**src/rtl/fir_out_stage_if.sv**
```systemverilog
// Stream bundle for the FIR output stage: scaled-input strobe
// plus the buffered valid/ready output.
interface fir_out_stage_if #(
   parameter int IN_W  = 11,
   parameter int OUT_W = 8
);
   logic signed [IN_W-1:0]  in_data;
   logic                    in_valid;
   logic signed [OUT_W-1:0] out_data;
   logic                    out_valid;
   logic                    out_ready;

   modport master (
      output in_data,
      output in_valid,
      input  out_data,
      input  out_valid,
      output out_ready
   );

   modport slave (
      input  in_data,
      input  in_valid,
      output out_data,
      output out_valid,
      input  out_ready
   );
endinterface

```
**src/rtl/fir_out_stage.sv**
```systemverilog
// FIR output stage: shift, saturate, buffer in a small FIFO.
// Define FIR_OUT_ROUND_EN for round-half-up scaling.
module fir_out_stage #(
   parameter int IN_W  = 11,
   parameter int OUT_W = 8,
   parameter int SHIFT = 2,
   parameter int DEPTH = 4
) (
   input  logic                     clk,
   input  logic                     rst_n,
   input  logic                     clear,
   fir_out_stage_if.slave           bus,
   output logic [$clog2(DEPTH):0]   fifo_level,
   output logic                     overflow,
   output logic [7:0]               sat_cnt
);
   localparam int AW = $clog2(DEPTH);
   localparam int LW = AW + 1;
   localparam logic signed [IN_W:0] MAXV =
      (IN_W+1)'(2 ** (OUT_W - 1) - 1);
   localparam logic signed [IN_W:0] MINV = ~MAXV;

   logic signed [OUT_W-1:0] mem [DEPTH];
   logic [AW-1:0]           wr_ptr;
   logic [AW-1:0]           rd_ptr;
   logic [LW-1:0]           level;

   logic signed [IN_W:0]    ext;
   logic signed [IN_W:0]    sum;
   logic signed [IN_W:0]    s;
   logic                    clip_hi;
   logic                    clip_lo;
   logic signed [OUT_W-1:0] scaled;

   logic full;
   logic push;
   logic pop;
   logic drop;

   // One extra bit keeps the rounding add from wrapping.
   assign ext = {bus.in_data[IN_W-1], bus.in_data};

`ifdef FIR_OUT_ROUND_EN
   localparam int RSH = (SHIFT > 0) ? SHIFT - 1 : 0;
   localparam logic signed [IN_W:0] RND =
      (SHIFT > 0) ? (IN_W+1)'(1 << RSH) : '0;
   assign sum = ext + RND;
`else
   assign sum = ext;
`endif

   assign s       = sum >>> SHIFT;
   assign clip_hi = s > MAXV;
   assign clip_lo = s < MINV;

   always_comb begin
      scaled = s[OUT_W-1:0];
      if (clip_hi)
         scaled = MAXV[OUT_W-1:0];
      else if (clip_lo)
         scaled = MINV[OUT_W-1:0];
   end

   assign full = level == LW'(DEPTH);
   assign pop  = bus.out_valid & bus.out_ready & ~clear;
   assign push = bus.in_valid & ~clear & (~full | pop);
   assign drop = bus.in_valid & ~clear & full & ~pop;

   always_ff @(posedge clk or negedge rst_n) begin
      if (!rst_n) begin
         wr_ptr   <= '0;
         rd_ptr   <= '0;
         level    <= '0;
         overflow <= 1'b0;
         sat_cnt  <= '0;
         for (int i = 0; i < DEPTH; i++)
            mem[i] <= '0;
      end else if (clear) begin
         wr_ptr   <= '0;
         rd_ptr   <= '0;
         level    <= '0;
         overflow <= 1'b0;
         sat_cnt  <= '0;
      end else begin
         if (push) begin
            mem[wr_ptr] <= scaled;
            wr_ptr      <= wr_ptr + AW'(1);
         end
         if (pop)
            rd_ptr <= rd_ptr + AW'(1);
         if (push && !pop)
            level <= level + LW'(1);
         else if (pop && !push)
            level <= level - LW'(1);
         if (drop)
            overflow <= 1'b1;
         if (push && (clip_hi || clip_lo) && sat_cnt != 8'hFF)
            sat_cnt <= sat_cnt + 8'd1;
      end
   end

   assign bus.out_data  = mem[rd_ptr];
   assign bus.out_valid = level != '0;
   assign fifo_level    = level;
endmodule
```
**src/flat_wrapper.sv**
```systemverilog
// flat-port wrapper written by rule: the top's interface ports become plain ports
module fir_out_stage_flat 
#(
   parameter int IN_W  = 11,
   parameter int OUT_W = 8,
   parameter int SHIFT = 2,
   parameter int DEPTH = 4
)
  (clk, rst_n, clear, fifo_level, overflow, sat_cnt, bus_in_data, bus_in_valid, bus_out_data, bus_out_valid, bus_out_ready);
  fir_out_stage_if #(.IN_W(IN_W), .OUT_W(OUT_W)) bus_i ();
  input  logic clk;
  input  logic rst_n;
  input  logic clear;
  output logic [$clog2(DEPTH):0] fifo_level;
  output logic overflow;
  output logic [7:0] sat_cnt;
  input wire logic [$bits(bus_i.in_data)-1:0] bus_in_data;
  input wire logic [$bits(bus_i.in_valid)-1:0] bus_in_valid;
  output wire logic [$bits(bus_i.out_data)-1:0] bus_out_data;
  output wire logic [$bits(bus_i.out_valid)-1:0] bus_out_valid;
  input wire logic [$bits(bus_i.out_ready)-1:0] bus_out_ready;
  assign bus_i.in_data = bus_in_data;
  assign bus_i.in_valid = bus_in_valid;
  assign bus_out_data = bus_i.out_data;
  assign bus_out_valid = bus_i.out_valid;
  assign bus_i.out_ready = bus_out_ready;
  fir_out_stage #(.IN_W(IN_W), .OUT_W(OUT_W), .SHIFT(SHIFT), .DEPTH(DEPTH)) u_core (.clk(clk), .rst_n(rst_n), .clear(clear), .bus(bus_i), .fifo_level(fifo_level), .overflow(overflow), .sat_cnt(sat_cnt));
endmodule
```
**config.mk**
```make
export PLATFORM = sky130hd
export DESIGN_NAME = fir_out_stage_flat
export DESIGN_NICKNAME = d
export VERILOG_FILES = /design/src/rtl/fir_out_stage_if.sv /design/src/rtl/fir_out_stage.sv /design/src/flat_wrapper.sv
export SDC_FILE = /design/constraint.sdc
export NUM_CORES = 1
export LEC_CHECK = 0
export BUFFER_PORTS_ARGS = -buffer_cell sky130_fd_sc_hd__buf_2
export CAP_MARGIN = 10
export CELL_PAD_IN_SITES_DETAIL_PLACEMENT = 0
export CELL_PAD_IN_SITES_GLOBAL_PLACEMENT = 2
export CORE_MARGIN = 2
export CORE_UTILIZATION = 39
export CTS_BUF_LIST = sky130_fd_sc_hd__clkbuf_16
export DETAILED_ROUTE_END_ITERATION = 8
export PLACE_DENSITY = 0.81
export SYNTH_ARGS = -nofsm -noshare
export SYNTH_HDL_FRONTEND = slang
export SYNTH_SLANG_ARGS = --single-unit
export TNS_END_PERCENT = 50
```
**constraint.sdc**
```tcl
create_clock -name clk -period 3.1 [get_ports clk]
set_input_delay 0.775 -clock clk [delete_from_list [all_inputs] [get_ports clk]]
set_output_delay 0.775 -clock clk [all_outputs]
set_load 0.1 [all_outputs]
```
==> results.md <==
- Design Area, Final: 3050 um2
- Area of placed instances: 2880 um2
- ANT nets after route: 0
- Min cycle time layout: 2.66 ns
- Hold Buf Count CTS: 0
- Seq/Total Area, Yosys: 0.454
- RR Startpoint: u_core.fifo_level[0]$_DFFE_PN0P_
- Clock skew: 0.00555 ns
- Worst-Skew Late Latency: 0.28 ns
- EDFF count, synth: 0
- Clock share of power: 0.188
- Max Cap Viol: 0
- Core Area: 6680 um2
- CP max FO: 6
- R2r endpoint: u_core.fifo_level[2]$_DFFE_PN0P_
- Fill cells: 637
- Sw Share: 0.460
- Worst reg2reg setup slack: 0.58 ns
- Initial Util: 0.396
- Ant. Diodes: 0
- P&R area growth vs syn: 15.3%
- Commonest non-fill, non-tap cell in the layout: dfrtp_1
- Via count: 1651
- Tcrit/Tclk final: 0.858
- Worst hold-check path type: flip-flop to flip-flop
- Ys flop type: dfrtp_1
- CTS max path bufs: 2
- Hpwl dp: 3610 um
- Hold depth: 2
- Cells on worst reg2reg path: 7
- YS warnings: 0
- Layout cells sized above 1: 0.415
- Count of different cell masters after synthesis: 45
- Initial antenna violation count: 0
- Ports: 37
- CTS tree: built
- Slew Limit Fails: 0
- Final setup violation count: 0
- Net Count, Synth: 222
- CP arrival: 1.88 ns
- Global route overflow: 0
- Clock root cell: clkbuf_16
- Hold Violations, Final: 0
- Fmax: 0.376 GHz
- Initial DRC Count: 43
- Leak: 1.46 nW
- Hold Path End: u_core.overflow$_DFFE_PN0P_
- Die ar.: 7460 um2
- Status: finished clean
- Tot GR Track Use: 0.153
- Rows: 30
- Cts bufs inserted: 5
- Mapped Cells: 200
- Int Pwr: 1.78 mW
- Htree depth: 2
- Sinks on Clock Net: 48
- Worst Tran Pin Value: 0.893 ns
- Worst EP required: 2.32 ns
- WL/cell: 16.8 um
- Nets@finish: 257
- Setup TNS: 0 ns
- GPL Wtd Cong: 0.713
- Via/cell ratio: 5.22
- Syn_area_per_cell: 13.2 um2
- Setup CP Type: flip-flop to output pin
- VDD IR max: 0.817 mV
- Relative slew margins: 0.405
- Vias in the first global route: 1728
- Synth async-reset ratio: 1.00
- Largest net degree at the start of global routing: 49
- Sequential share of power: 0.309
- Most frequent cells in the layout: dfrtp_1, buf_2, mux2_4, nor2_1
- Clock Pin Slew Worst Setup and Hold Paths: 0.06 ns
- Post-cts sizing count: 0
- Number of detailed-route iterations in the first pass: 4
- Pwr dens: 1080 nW/um2
- Postcts setup bufs: 0
- Final wirelength: 5300 um
- Synthesized area: 2650 um2
- CP Launch Type: flip-flop
- Die height: 86.4 um
- RSZ-0062 raised after global routing: false
- Die width: 86.4 um
- Nature of the critical path endpoint: output pin
- Logic pwr share: 0.503
- Number of port buffers: 34
- # DRC: 0
- Psw: 1.51 mW
- Critical hold path startpoint: u_core.overflow$_DFFE_PN0P_
- First-pass GRT wire length: 8980 um
- FF+latch count, synth: 48
synthesized netlist by cell type, types with 2 or more instances:
cell type   n  area share
mux4_2      8       0.068
dfrtp_1    48        0.45
xnor2_1     2      0.0066
nand2_8     4       0.030
a31oi_1     2      0.0047
xor2_1      3      0.0099
nand3_1     6       0.011
nand2_1     9       0.013
nor2b_1     3      0.0071
buf_2       3      0.0057
ha_1        5       0.024
clkbuf_1    4      0.0057
a21oi_1     3      0.0057
o41ai_1     3      0.0099
o21ai_0     2      0.0038
nor4_1      3      0.0071
nor2_1     20       0.028
buf_6       2      0.0085
mux2_4     33        0.19
o311ai_0    4       0.013
inv_1       9       0.013
cells by family after synthesis:
logic type               Yosys count  share of synthesized area
XOR/XNOR                           5                     0.0165
flip-flops                        48                      0.454
multiplexers                      43                      0.263
AND/OR/NAND/NOR                   57                      0.134
adder cells (fa/ha/maj)            7                     0.0350
AO/OA/AOI/OAI                     20                     0.0558
buffers and inverters             20                     0.0416
critical path: stages, from the launching register on:
cell     delay (ns)
dfrtp_1        0.53
buf_4          0.24
mux4_2         0.52
buf_2          0.31
cell type report:
class / instances / area (um2) / area share
Sequential cell: 48 / 1200 / 0.394
Tap cell: 80 / 100 / 0.0328
Timing Repair Buffer: 39 / 208 / 0.0681
Multi-Input combinational cell: 132 / 1340 / 0.438
Clock inverter: 3 / 47.5 / 0.0156
Inverter: 9 / 33.8 / 0.0111
Clock buffer: 5 / 125 / 0.0410
worst max path at each step:
stage	startpoint	endpoint	slack, ns	cells after the start
5_1_grt	u_core.rd_ptr[0]$_DFFE_PN0P_	bus_out_data[4]	0.36	3
4_1_cts	u_core.rd_ptr[0]$_DFFE_PN0P_	bus_out_data[4]	0.40	3
3_5_place_dp	bus_out_ready	u_core.fifo_level[2]$_DFFE_PN0P_	0.21	8
6_report	u_core.rd_ptr[0]$_DFFE_PN0P_	bus_out_data[4]	0.44	3
2_1_floorplan	u_core.fifo_level[0]$_DFFE_PN0P_	u_core.fifo_level[2]$_DFFE_PN0P_	0.009	9
3_3_place_gp	bus_out_ready	u_core.fifo_level[2]$_DFFE_PN0P_	0.25	8
layer usage:
metal / up-vias / global-route usage / routed length (um)
met5: - / 0 / 0
met4: 0 / 0.0241 / 10
met3: 2 / 0.0362 / 227
met2: 34 / 0.244 / 2360
met1: 820 / 0.219 / 2690
li1: 795 / - / -
sequential cells by signal, summed over array words and instances (netlist names):
name	count
u_core.fifo_level	3
u_core.mem	32
u_core.overflow	1
u_core.rd_ptr	2
u_core.sat_cnt	8
u_core.wr_ptr	2
power groups by stage:
stage               Clock (mW)  Sequential [mW]  Combinational (mW)
floorplan                    0             1.07                1.37
global placement             0             1.01                1.65
detailed placement           0             1.02                1.66
CTS                      0.634             1.02                1.67
global route             0.662             1.05                1.74
finish                   0.619             1.02                1.66
metrics by stage:
stage                     total power [mW]  std cells  worst slack, ns   util  hold slack, ns
after floorplan                       2.44        200          0.00890      -           0.476
after global placement                2.66        308            0.245  0.431           0.479
after detailed placement              2.69        308            0.208  0.431           0.489
after CTS                             3.32        316            0.401  0.457           0.506
after global routing                  3.46        316            0.358  0.457           0.530
final                                 3.29        316            0.441  0.457           0.501
Power figures use the tool's default switching activity.
